## src/rtl/cmp_minmax_tracker.sv

```systemverilog
// Per-frame min/max tracker for a stream of 4-bit samples, built on two cmp4b comparators.
// Results are held on a valid/ready output port until the consumer takes them.

module cmp4b (
  input  logic [3:0] a,
  input  logic [3:0] b,
  output logic       eq,
  output logic       lt,
  output logic       gt
);
  assign eq = (a == b);
  assign lt = (a < b);
  assign gt = (a > b);
endmodule

module cmp_minmax_tracker #(
  parameter int unsigned FRAME_LEN = 8,
  parameter int unsigned CNT_W     = 8
) (
  input  logic       clk,
  input  logic       rst_b,
  input  logic       clr,
  input  logic       in_valid,
  output logic       in_ready,
  input  logic [3:0] in_data,
  output logic       out_valid,
  input  logic       out_ready,
  output logic [3:0] out_min,
  output logic [3:0] out_max,
  output logic       out_same
);
  localparam int unsigned DATA_W = 4;
  localparam logic [CNT_W-1:0] LAST_CNT = CNT_W'(FRAME_LEN - 1);

  typedef enum logic [1:0] {IDLE, ACC, HOLD} state_t;

  state_t            state;
  logic [CNT_W-1:0]  count;
  logic [DATA_W-1:0] min_r;
  logic [DATA_W-1:0] max_r;
  logic [DATA_W-1:0] next_min;
  logic [DATA_W-1:0] next_max;
  logic              min_eq, min_lt, min_gt;
  logic              max_eq, max_lt, max_gt;
  logic              accept;

  cmp4b u_cmp_min (.a(in_data), .b(min_r), .eq(min_eq), .lt(min_lt), .gt(min_gt));
  cmp4b u_cmp_max (.a(in_data), .b(max_r), .eq(max_eq), .lt(max_lt), .gt(max_gt));

  // Ready depends only on state, clr and reset, never on in_valid.
  assign in_ready = rst_b & ~clr & (state != HOLD);
  assign accept   = in_valid & in_ready;

  // Running extremes including the sample on the bus; equal samples leave them untouched.
  always_comb begin
    next_min = min_r;
    next_max = max_r;
    case ({min_lt, min_eq, min_gt})
      3'b100:  next_min = in_data;
      default: next_min = min_r;
    endcase
    case ({max_lt, max_eq, max_gt})
      3'b001:  next_max = in_data;
      default: next_max = max_r;
    endcase
  end

  always_ff @(posedge clk or negedge rst_b) begin
    if (!rst_b) begin
      state     <= IDLE;
      count     <= '0;
      min_r     <= 4'hF;
      max_r     <= 4'h0;
      out_valid <= 1'b0;
      out_min   <= '0;
      out_max   <= '0;
      out_same  <= 1'b0;
    end else if (clr) begin
      state     <= IDLE;
      count     <= '0;
      out_valid <= 1'b0;
    end else begin
      case (state)
        IDLE: begin
          if (accept) begin
            min_r <= in_data;
            max_r <= in_data;
            count <= CNT_W'(1);
            state <= ACC;
          end
        end
        ACC: begin
          if (accept) begin
            min_r <= next_min;
            max_r <= next_max;
            if (count == LAST_CNT) begin
              out_min   <= next_min;
              out_max   <= next_max;
              out_same  <= (next_min == next_max);
              out_valid <= 1'b1;
              count     <= '0;
              state     <= HOLD;
            end else begin
              count <= count + CNT_W'(1);
            end
          end
        end
        HOLD: begin
          if (out_ready) begin
            out_valid <= 1'b0;
            state     <= IDLE;
          end
        end
        default: state <= IDLE;
      endcase
    end
  end
endmodule

```

## config.mk

```make
export PLATFORM = sky130hd
export DESIGN_NAME = cmp_minmax_tracker
export DESIGN_NICKNAME = d
export VERILOG_FILES = /design/src/rtl/cmp_minmax_tracker.sv
export SDC_FILE = /design/constraint.sdc
export NUM_CORES = 1
export LEC_CHECK = 0
export CAP_MARGIN = 10
export CORE_MARGIN = 5
export CORE_UTILIZATION = 55
export DETAILED_ROUTE_END_ITERATION = 7
export PLACE_DENSITY = 0.86
export SLEW_MARGIN = 0
export SYNTH_ARGS = -nofsm -noshare
export SYNTH_HDL_FRONTEND = slang
export SYNTH_SLANG_ARGS = --single-unit
```

## constraint.sdc

```tcl
create_clock -name clk -period 3.1 [get_ports clk]
set_input_delay 0.93 -clock clk [delete_from_list [all_inputs] [get_ports clk]]
set_output_delay 0.93 -clock clk [all_outputs]
set_load 0.05 [all_outputs]
```

-- After elaboration in Yosys (flattened, before gate mapping)
Cells that the tools add are included.
- register bits: 28
- input bits: 9
- output and inout bits: 11
- word-level logic and storage cells: 64
- $add $sub $neg: 1
- magnitude comparators: 4
- equality and inequality tests: 15
- mux-type cells: 23
- bitwise gates (word level): 4
- reductions and logical operators: 9
- operator list (operator ; count):
    two-way mux 8 bit ; 4
    two-way mux 4 bit ; 5
    case mux 4 bit (2 select lines) ; 2
    case mux 8 bit (2 select lines) ; 1
    AND reduction 4 bit ; 4
    equality test 4 bit ; 3
    inequality test 3 bit (second input constant) ; 4
    two-way mux 2 bit ; 5
    adder 8 x 1 -> 8 bit (second input constant) ; 1
    equality test 8 x 3 -> 1 bit (second input constant) ; 1
    greater-than comparator 4 bit ; 2
    less-than comparator 4 bit ; 2
    inequality test 2 bit (second input constant) ; 3
    case mux 2 bit (3 select lines) ; 1
    nonzero test 3 bit ; 2
    two-way mux 1 bit ; 4
    bitwise AND 1 bit ; 3
    equality test 3 x 1 -> 1 bit (second input constant) ; 1
    equality test 3 bit (second input constant) ; 1
    AND reduction 3 bit ; 1
    equality test 2 x 1 -> 1 bit (second input constant) ; 1
    equality test 2 bit (second input constant) ; 1
    logical NOT 2 bit ; 1
    case mux 1 bit (2 select lines) ; 1
    other kinds (2) ; 2

-- Longest topological paths before layout
Gate-level depths: netlist of the first run.
- depth in word-level cells: 7
- mapped depth: 10
- mapped depth without buffers: 9

-- Modules after synthesis
Synthesis of the first run repeated with hierarchy kept, for this count alone.
- cell total of the unflattened synthesis: 196
- area, all modules: 1850.5 µm²
- modules (own cells, without submodules) (module ; times used ; cells an instance ; area each (µm²) ; seq. area each (µm²)):
    cmp_minmax_tracker ; 1 ; 164 ; 1592.8 ; 705.7
    cmp4b ; 2 ; 16 ; 128.9 ; 0.0

-- Worst setup path before layout of the first run
OpenSTA, ideal clock, no wires.
- kind: input to output
- start: input port clr
- end: output port in_ready
- data arrival time: 1.619 ns
- data required time: 2.170 ns
- path slack: 0.551 ns
- stages: 2
- buffers on the path: 1
- path through: buf_2 > and3b_1
- cells in the longest elaborated chain, start to end: 3
- ends and longest elaborated chain (what ; RTL line ; text):
    from (decl) ; 22 ; input logic clr,
    inverter 1 bit (no line) ; - ;
    bitwise AND 1 bit (2 in series) ; 51 ; assign in_ready = rst_b & ~clr & (state != HOLD);
    to (decl) ; 24 ; output logic in_ready,
No other way between the ends.

-- Worst setup path after layout of the first run
- start: input port in_data[0]
- end: register out_same
- cells in the longest elaborated chain, start to end: 4
- elaborated cells on any way between the ends: 11
- classes of those cells: order compare: 4; eq/ne: 5; mux: 2
- ends and longest elaborated chain (what ; RTL line ; text):
    from (decl) ; 25 ; input logic [3:0] in_data,
    greater-than comparator 4 bit, or another cell as far along ; 13 ; assign gt = (a > b);
    equality test 3 bit / equality test 3 x 1 -> 1 bit (equally long branches) ; 58, 62 ;
    two-way mux 4 bit, on equally long branches ; 58, 62 ;
    equality test 4 bit * ; 99 ; out_same <= (next_min == next_max);
    to (signal assigned) ; 99 ;
    to (decl) ; 30 ; output logic out_same
Every way passes the cells marked *; elsewhere a longest branch is shown, timed or not.
A chain may end at the register's enable or synchronous reset.

==> results of run 1 <==
cell usage in the layout (no fill, tap or decap), types with 2 or more instances in the layout:
master and count:
ha_1 9, a21oi_1 20, a21oi_2 3, a31oi_1 6
a221oi_1 2, nand3_1 4, o21ai_0 11, inv_1 8
xor2_1 3, nor3_1 6, buf_4 16, nand2_1 22
nand2b_1 5, clkdlybuf4s50_1 18, or2_2 2, dfstp_2 4
clkbuf_4 3, nor2b_1 4, dfrtp_1 24, nor2_1 27
and3_1 5, o21ai_1 5, mux2_2 6
through the flow:
stage          util [%]  setup TNS (ns)  instances  setup slack, ns
3_5_place_dp       68.4         -0.0151        276          -0.0151
2_1_floorplan         -               0        203            0.551
6_report           70.1               0        280            0.243
5_1_grt            70.1               0        280            0.155
4_1_cts            70.1               0        280            0.255
3_3_place_gp       68.4               0        276           0.0422
per-layer routing:
metal,GRT usage (%),vias up,share of wire [%]
li1,-,788,-
met3,3.71,9,7.1
met1,28.1,756,45
met4,6.85,0,2.0
met5,0,-,0
met2,32.4,56,46
cells by family after synthesis:
| family | synth area share (%) |
|---|---|
| fa+ha+maj | 6.37 |
| xor+xnor | 1.98 |
| mux | 4.38 |
| buf+inv | 3.96 |
| compound gates | 20.7 |
| flops | 39.9 |
| simple gates | 22.8 |
layout make-up:
cell class	count	area (um^2)
timing repair buffer	35	320
clock buffer	3	22.5
inverter	8	30.0
tap	44	55.1
sequential	28	706
clock inverter	1	30.0
multi-input combinational	161	993
fill	244	921
power by group:
group | internal (W) | switching (W) | leakage (nW)
combinational | 0.000324 | 0.000443 | 0.567
clock | 0.000131 | 0.000115 | 0.0279
sequential | 0.000436 | 0.0000819 | 0.367
critical path: stages:
cell and delay, ns:
clkdlybuf4s50_1 0.52, inv_1 0.09, ha_1 0.30, nand4_1 0.07, o21ai_1 0.09, a21oi_1 0.26, nor2_1 0.17, a221oi_1 0.35
a21oi_1 0.13, a31o_1 0.21
how the worst max path moves through the flow:
stage          endpoint  cells past startpoint        from
3_3_place_gp   out_same                     10  in_data[0]
6_report       out_same                     10  in_data[0]
3_5_place_dp   out_same                     10  in_data[0]
4_1_cts        in_ready                      3       rst_b
2_1_floorplan  in_ready                      2         clr
5_1_grt        out_same                     10  in_data[0]
state kept, by name (all words and copies together) (netlist names):
register	cells
count	8
max_r	4
min_r	4
out_max	4
out_min	4
state	2
out_same	1
out_valid	1
==> reports/results.md, run 1 <==
| Group | Metric | This run |
|:---|:---|:---|
| timing | Slew at the pin closest to its max-slew limit | 0.528 ns |
| synthesis | Synthesized instance count | 203 |
| clock tree | Worst-Skew Late Latency | 0.34 ns |
| worst setup path | Type of the worst setup path | input pin to register |
| global route | Grt ovf | 0 |
| die | Floorplan die width | 66.7 um |
| clock tree | Root buffer selected by CTS | clkbuf_4 |
| power | Leakage power total | 0.962 nW |
| route | First-pass iteration count of the detailed router | 4 |
| placement | Count of input and output buffers | 19 |
| clock tree | Clock tree from TritonCTS | done |
| synthesis | Number of enable-type register cells in the synthesized netlist | 0 |
| placement | Placement Cell Area | 2100 um^2 |
| global route | Number of antenna violations at the first check in global routing | 0 |
| die | Total core area | 3080 um^2 |
| min path | Hold path startpoint | out_max[3] |
| cells and area | Number of inserted diodes | 0 |
| route | Starting DRT DRC Count | 88 |
| global route | Global-route wire length before repair | 6980 um |
| worst setup path | Type of destination of the critical path | register |
| synthesis | Post-Syn Area | 1770 um^2 |
| synthesis | Top FF cell, synth | dfrtp_1 |
| route | Wire length after detailed routing | 4060 um |
| route | Routed via count | 1,609 |
| cells and area | Synthesis-to-finish area growth | 21.9% |
| synthesis | FFs w/ async S/R, synth | 100% |
| timing | Headroom to the max-slew limit | 64.7% |
| worst setup path | Startpoint types | input pin |
| synthesis | Net count after synthesis | 221 |
| run | Max cap viols | 0 |
| worst setup path | Data arrival time of the critical path | 3.11 ns |
| synthesis | Sequential-to-total area share from yosys stat | 39.9% |
| cells and area | Layout cell share with drive strength beyond 1 | 17.4% |
| global route | Vias in the first global route | 1,531 |
| die | Y dimension of the die | 66.7 um |
| timing | Min cycle time layout | 2.86 ns |
| synthesis | Top post-synthesis cells by area | dfrtp_1 (34%), ha_1 (6.4%), dfstp_2 (5.9%) |
| synthesis | Distinct cell type count after synthesis | 45 |
| synthesis | Share of the synthesized area in the top cell type | 33.9% |
| cells and area | Total number of nets in the final design | 255 |
| worst setup path | Required time at the worst-slack endpoint | 3.35 ns |
| timing | RSZ-0062 raised after global routing | false |
| clock tree | Cells resized by post-CTS repair | 0 |
| worst setup path | FF-to-FF setup slack | 0.74 ns |
| global route | Overall track demand over capacity in global routing | 20.5% |
| clock tree | Number of clock sinks | 28 |
| cells and area | Final instance area | 2160 um^2 |
| clock tree | CTS H-tree depth | 1 |
| synthesis | Number of warnings reported in the yosys synthesis log | 0 |
| global route | Pin count of the biggest net entering global routing | 27 |
| die | Die ar. | 4450 um^2 |
| clock tree | Num CTS Buffers | 3 |
| run status | Run status | completed |
| route | Wire per inst | 14.5 um |
| synthesis | Flop and latch count out of synthesis | 28 |
| min path | Hold Path Stages | 2 |
| timing | Achievable clock frequency | 0.350 GHz |
| power | Overall power consumption | 0.00153 W |
| worst setup path | R2r worst-path depth | 10 |
| timing | Final critical-path share of the clock period | 92.2% |
| clock tree | CTS clock-pin slew for the worst setup and hold paths | 0.15 ns |
| clock tree | Number of buffers inserted to repair setup after CTS | 0 |
| min path | Hold Path Sink | out_max[3] |
| worst setup path | Peak fanout along the critical path | 4 |
| worst setup path | Reg2reg start | min_r[2] |
| timing | Final-layout worst hold slack | 0.540 ns |
| die | I/O Pins | 20 |
| min path | Worst hold-check path type | register to register |
| timing | Slew Viols, Final | 0 |
| worst setup path | Worst flop-to-flop path endpoint | out_same |
| synthesis | Per-instance average area after synthesis | 8.72 um^2 |
| route | Antenna-violating nets left | 0 |
| synthesis | Top-count cell post-synth | nor2_1 |
| placement | Half-perimeter wire length of the detailed placement result | 3130 um |
| synthesis | Most numerous cell types in the synthesized netlist | nor2_1 (27), dfrtp_1 (24), nand2_1 (22) |
| power | Largest voltage drop on the vdd net | 0.356 mV |
| clock tree | Hold-fix buffers at CTS | 0 |
| synthesis | Leading area contributor after synthesis | dfrtp_1 |
| die | Initial standard-cell utilization of the core | 57.5% |
| timing | Final-report setup violation count | 0 |
| placement | Gpl congestion | 0.907 |
| timing | Worst Skew | 0.00342 ns |
| clock tree | Largest buffer count on any clock path | 2 |
| power | Total power divided by cell area | 710 nW/um^2 |
| route | Residual DRC | 0 |
| timing | Final hold violations | 0 |
| die | Floorplan row count | 20 |
| route | Average via count per standard cell | 5.75 |
(Power assumes the default switching activity.)
==> run 2: changes to the inputs <==
Settings changed: SLEW_MARGIN 0 to 20.
==> results of run 2 <==
No change in the layout: final DEF, timing and power equal those of run 1.
==> run 3: changes to the inputs <==
Settings changed: CORE_UTILIZATION 55 to 51, PLACE_DENSITY 0.86 to 0.84, SYNTH_HIERARCHICAL set to 1.
Clock period 3.1 ns to 2.3 ns, I/O delays scaled along.
==> reports/results.md, run 3 <==
| Group | Metric | This run | vs previous |
|:---|:---|:---|:---|
| global route | Vias in the first global route | 1,679 | +9.7% |
| die | Die ar. | 4930 um^2 | +11% |
| clock tree | Largest buffer count on any clock path | 2 | unchanged |
| cells and area | Top register by number of flip-flops | count |  |
| run | Max cap viols | 0 | unchanged |
| clock tree | Clock tree from TritonCTS | done |  |
| timing | Slew at the pin closest to its max-slew limit | 0.501 ns | -0.0274 ns |
| cells and area | Number of inserted diodes | 0 | unchanged |
| clock tree | Number of clock sinks | 28 | unchanged |
| global route | Global routing met1 resource utilization | 23.0% | -5.1 points |
| route | Routed via count | 1,611 | +0.12% |
| worst setup path | Data arrival time of the critical path | 2.71 ns | -0.40 ns |
| timing | Worst Skew | 0.00822 ns | +0.00480 ns |
| timing | Final hold violations | 0 | unchanged |
| die | Floorplan die width | 70.2 um | +5.3% |
| synthesis | Leading area contributor after synthesis | dfrtp_1 |  |
| global route | Met2 GRT Util | 35.6% | +3.1 points |
| route | Wire length after detailed routing | 4780 um | +18% |
| worst setup path | CP max stage cell | dfstp_2 |  |
| worst setup path | CP max stage delay | 0.58 ns | +0.06 ns |
| run status | Run status | complete, but fails checks |  |
| cells and area | Synthesis-to-finish area growth | 38.7% |  |
| synthesis | Synthesized instance count | 196 | -3.4% |
| die | Initial standard-cell utilization of the core | 54.2% | -3.3 points |
| die | I/O Pins | 20 | unchanged |
| synthesis | Flop and latch count out of synthesis | 28 | unchanged |
| worst setup path | CP delay by family, top | compound AO/OA/AOI/OAI gates |  |
| timing | Final-layout worst hold slack | 0.495 ns | -0.0448 ns |
| synthesis | Distinct cell type count after synthesis | 44 | -2.2% |
| clock tree | Hold-fix buffers at CTS | 0 | unchanged |
| global route | Pin count of the biggest net entering global routing | 26 | -3.7% |
| global route | Overall track demand over capacity in global routing | 20.0% | -0.49 points |
| synthesis | Top post-synthesis cells by area | dfrtp_1 (32%), ha_1 (6.1%), dfstp_2 (5.7%) |  |
| route | Average via count per standard cell | 5.52 | -4.0% |
| worst setup path | Required time at the worst-slack endpoint | 2.56 ns | -0.79 ns |
| die | Floorplan row count | 21 | +5.0% |
| worst setup path | Cell chain of the critical path | inv_2 > ha_4 > nor2b_4 > o21bai_4 > and2_4 > or3b_4 > a41oi_1 > a211oi_2 > a32o_2 |  |
| worst setup path | Peak fanout along the critical path | 5 | +1 |
| worst setup path | Startpoint types | register |  |
| timing | Fin Setup TNS | -0.772 ns | -0.772 ns |
| synthesis | Most numerous cell types in the synthesized netlist | nand2_1 (28), dfrtp_1 (24), nor2_1 (17) |  |
| cells and area | Filler Cells Inserted | 249 | +2.0% |
| global route | Grt ovf | 0 | unchanged |
| synthesis | Number of warnings reported in the yosys synthesis log | 6 | +6 |
| timing | Achievable clock frequency | 0.408 GHz |  |
| placement | Placement Cell Area | 2400 um^2 | +14% |
| synthesis | Top FF cell, synth | dfrtp_1 |  |
| placement | Count of input and output buffers | 19 | unchanged |
| power | Largest voltage drop on the vdd net | 0.430 mV | +21% |
| synthesis | Sequential-to-total area share from yosys stat | 38.1% | -1.8 points |
| cells and area | Most common library cell in the layout ignoring fill and taps | buf_4 |  |
| route | Starting DRT DRC Count | 120 | +36% |
| worst setup path | Type of destination of the critical path | register |  |
| synthesis | Post-Syn Area | 1850 um^2 | +4.6% |
| clock tree | Worst-Skew Late Latency | 0.34 ns | about the same |
| power | Overall power consumption | 0.00190 W | +24% |
| route | Antenna-violating nets left | 0 | unchanged |
| timing | Final setup slack of the worst path | -0.152 ns | -0.395 ns |
| cells and area | Final cell count without fillers | 292 | +4.3% |
| worst setup path | Type of the worst setup path | register to register |  |
| global route | Number of antenna violations at the first check in global routing | 0 | unchanged |
| global route | Busiest layer in global routing | met2 |  |
| synthesis | Number of enable-type register cells in the synthesized netlist | 0 | unchanged |
| clock tree | Num CTS Buffers | 3 | unchanged |
| power | Leakage power total | 1.17 nW | +21% |
| timing | Min cycle time layout | 2.45 ns |  |
| synthesis | FFs w/ async S/R, synth | 100% | unchanged |
| worst setup path | Buffers plus inverters on the worst setup path | 1 | -1 |
| die | Y dimension of the die | 70.2 um | +5.3% |
| die | Total core area | 3420 um^2 | +11% |
| cells and area | Flip-flop count of the largest register, all copies and words added | 8 | unchanged |
| timing | Slew Viols, Final | 0 | unchanged |
| placement | Half-perimeter wire length of the detailed placement result | 3260 um | +4.2% |
| placement | Gpl congestion | 0.869 | -4.2% |
| route | Residual DRC | 0 | unchanged |
| cells and area | Layout cell share with drive strength beyond 1 | 40.7% | +23 points |
| timing | Headroom to the max-slew limit | 66.5% | +1.9 points |
| clock tree | CTS H-tree depth | 1 | unchanged |
| timing | Final critical-path share of the clock period | 107% |  |
| placement | Number of cells after detailed placement | 282 | +2.2% |
| global route | Global-route wire length before repair | 7850 um | +13% |
| synthesis | Share of the synthesized area in the top cell type | 32.5% | -1.5 points |
| min path | Worst hold-check path type | register to register |  |
| global route | Met3 routing resource usage after global routing | 3.30% | -0.41 points |
| timing | Final-report setup violation count | 9 | +9 |
| power | Total power divided by cell area | 739 nW/um^2 | +4.1% |
| cells and area | Total number of nets in the final design | 265 | +3.9% |
| timing | RSZ-0062 raised after global routing | true |  |
| synthesis | Top-count cell post-synth | nand2_1 |  |
| route | Wire per inst | 16.4 um | +13% |
| synthesis | Per-instance average area after synthesis | 9.44 um^2 | +8.3% |
| run status | Failing checks | negative setup slack |  |
| cells and area | Final instance area | 2570 um^2 | +19% |
| route | First-pass iteration count of the detailed router | 4 | unchanged |
| clock tree | Root buffer selected by CTS | clkbuf_4 |  |
| cells and area | Most frequent cells in the layout | buf_4 (30), nand2_1 (25), dfrtp_1 (23) |  |
| synthesis | Net count after synthesis | 214 | -3.2% |
| clock tree | CTS clock-pin slew for the worst setup and hold paths | 0.16 ns | about the same |
==> run 3: cell count changes after synthesis, sizes merged, moves of 5 or more <==
cell    delta
a21oi      -8
mux2i      +8
nand2      +6
nand2b     -5
nor2      -10
o21ai      -6
==> run 3: what timing repair did <==
| action | in CTS | in global routing |
|---|---|---|
| gates resized for setup | 34 | 14 |
| endpoints found under the hold margin | 0 | 0 |
| cloned | 0 | 0 |
| setup buffers | 1 | 5 |
| endpoints found under the setup margin | 18 | 13 |
| pin swaps | 6 | 7 |
==> run 3: report_power, final <==
| group | leakage, nW | switching, W | internal, W |
|---|---|---|---|
| clock network | 0.0279 | 0.000153 | 0.000177 |
| logic | 0.771 | 0.000478 | 0.000512 |
| registers | 0.366 | 0.0000314 | 0.000545 |
==> run 3: cells by family (layout without fill, tap and decap cells) <==
kind of cell             Yosys count  after routing  share of synthesized area (%)
AND/OR/NAND/NOR                   74             74                           21.7
adder cells (fa/ha/maj)            9              9                           6.09
buffers and inverters             17             67                           3.65
XOR/XNOR                           8              8                           3.79
flip-flops                        28             28                           38.1
AO/OA/AOI/OAI                     43             43                           16.9
multiplexers                      17             17                           9.74
==> run 3: worst register-to-register path: cells and delay by family, from the launching register on <==
kind	cells	cell delay (ns)
adders and majority gates	1	0.21
DFF	1	0.58
AOI/OAI and AO/OA	4	0.83
buffers and inverters	1	0.05
and+or+nand+nor	3	0.69
==> run 3: worst paths after layout <==
check,start,to,slack [ns],depth (start not counted)
setup / recovery,min_r[1],out_same,-0.15,9
hold / removal,out_max[1],out_max[1],0.50,2
setup reg to reg,min_r[1],out_same,-0.15,9
hold reg to reg,out_max[1],out_max[1],0.50,2
max in group asynchronous,rst_b,min_r[1],1.44,2
min in group asynchronous,rst_b,state[0],0.55,3
==> run 3: per-layer routing <==
layer / wire (um) / up-vias
li1: - / 788
met1: 2000 / 765
met2: 2500 / 50
met3: 201 / 8
met4: 76 / 0
met5: 0 / -
==> run 3: per-stage QoR <==
stage / utilization, % / setup WS [ns]
floorplan: - / -0.258
global placement: 70.3 / -0.877
detailed placement: 70.3 / -0.969
CTS: 73.3 / -0.0891
global route: 75.1 / -0.231
finish: 75.1 / -0.152
==> run 3: cell type report <==
type,instances,area [um^2],area share (%)
Multi-Input combinational cell,151,1240,48.5
Timing Repair Buffer,53,468,18.2
Clock buffer,3,22.5,0.878
Tap cell,46,57.6,2.24
Sequential cell,28,707,27.5
Clock inverter,1,30.0,1.17
Inverter,10,37.5,1.46
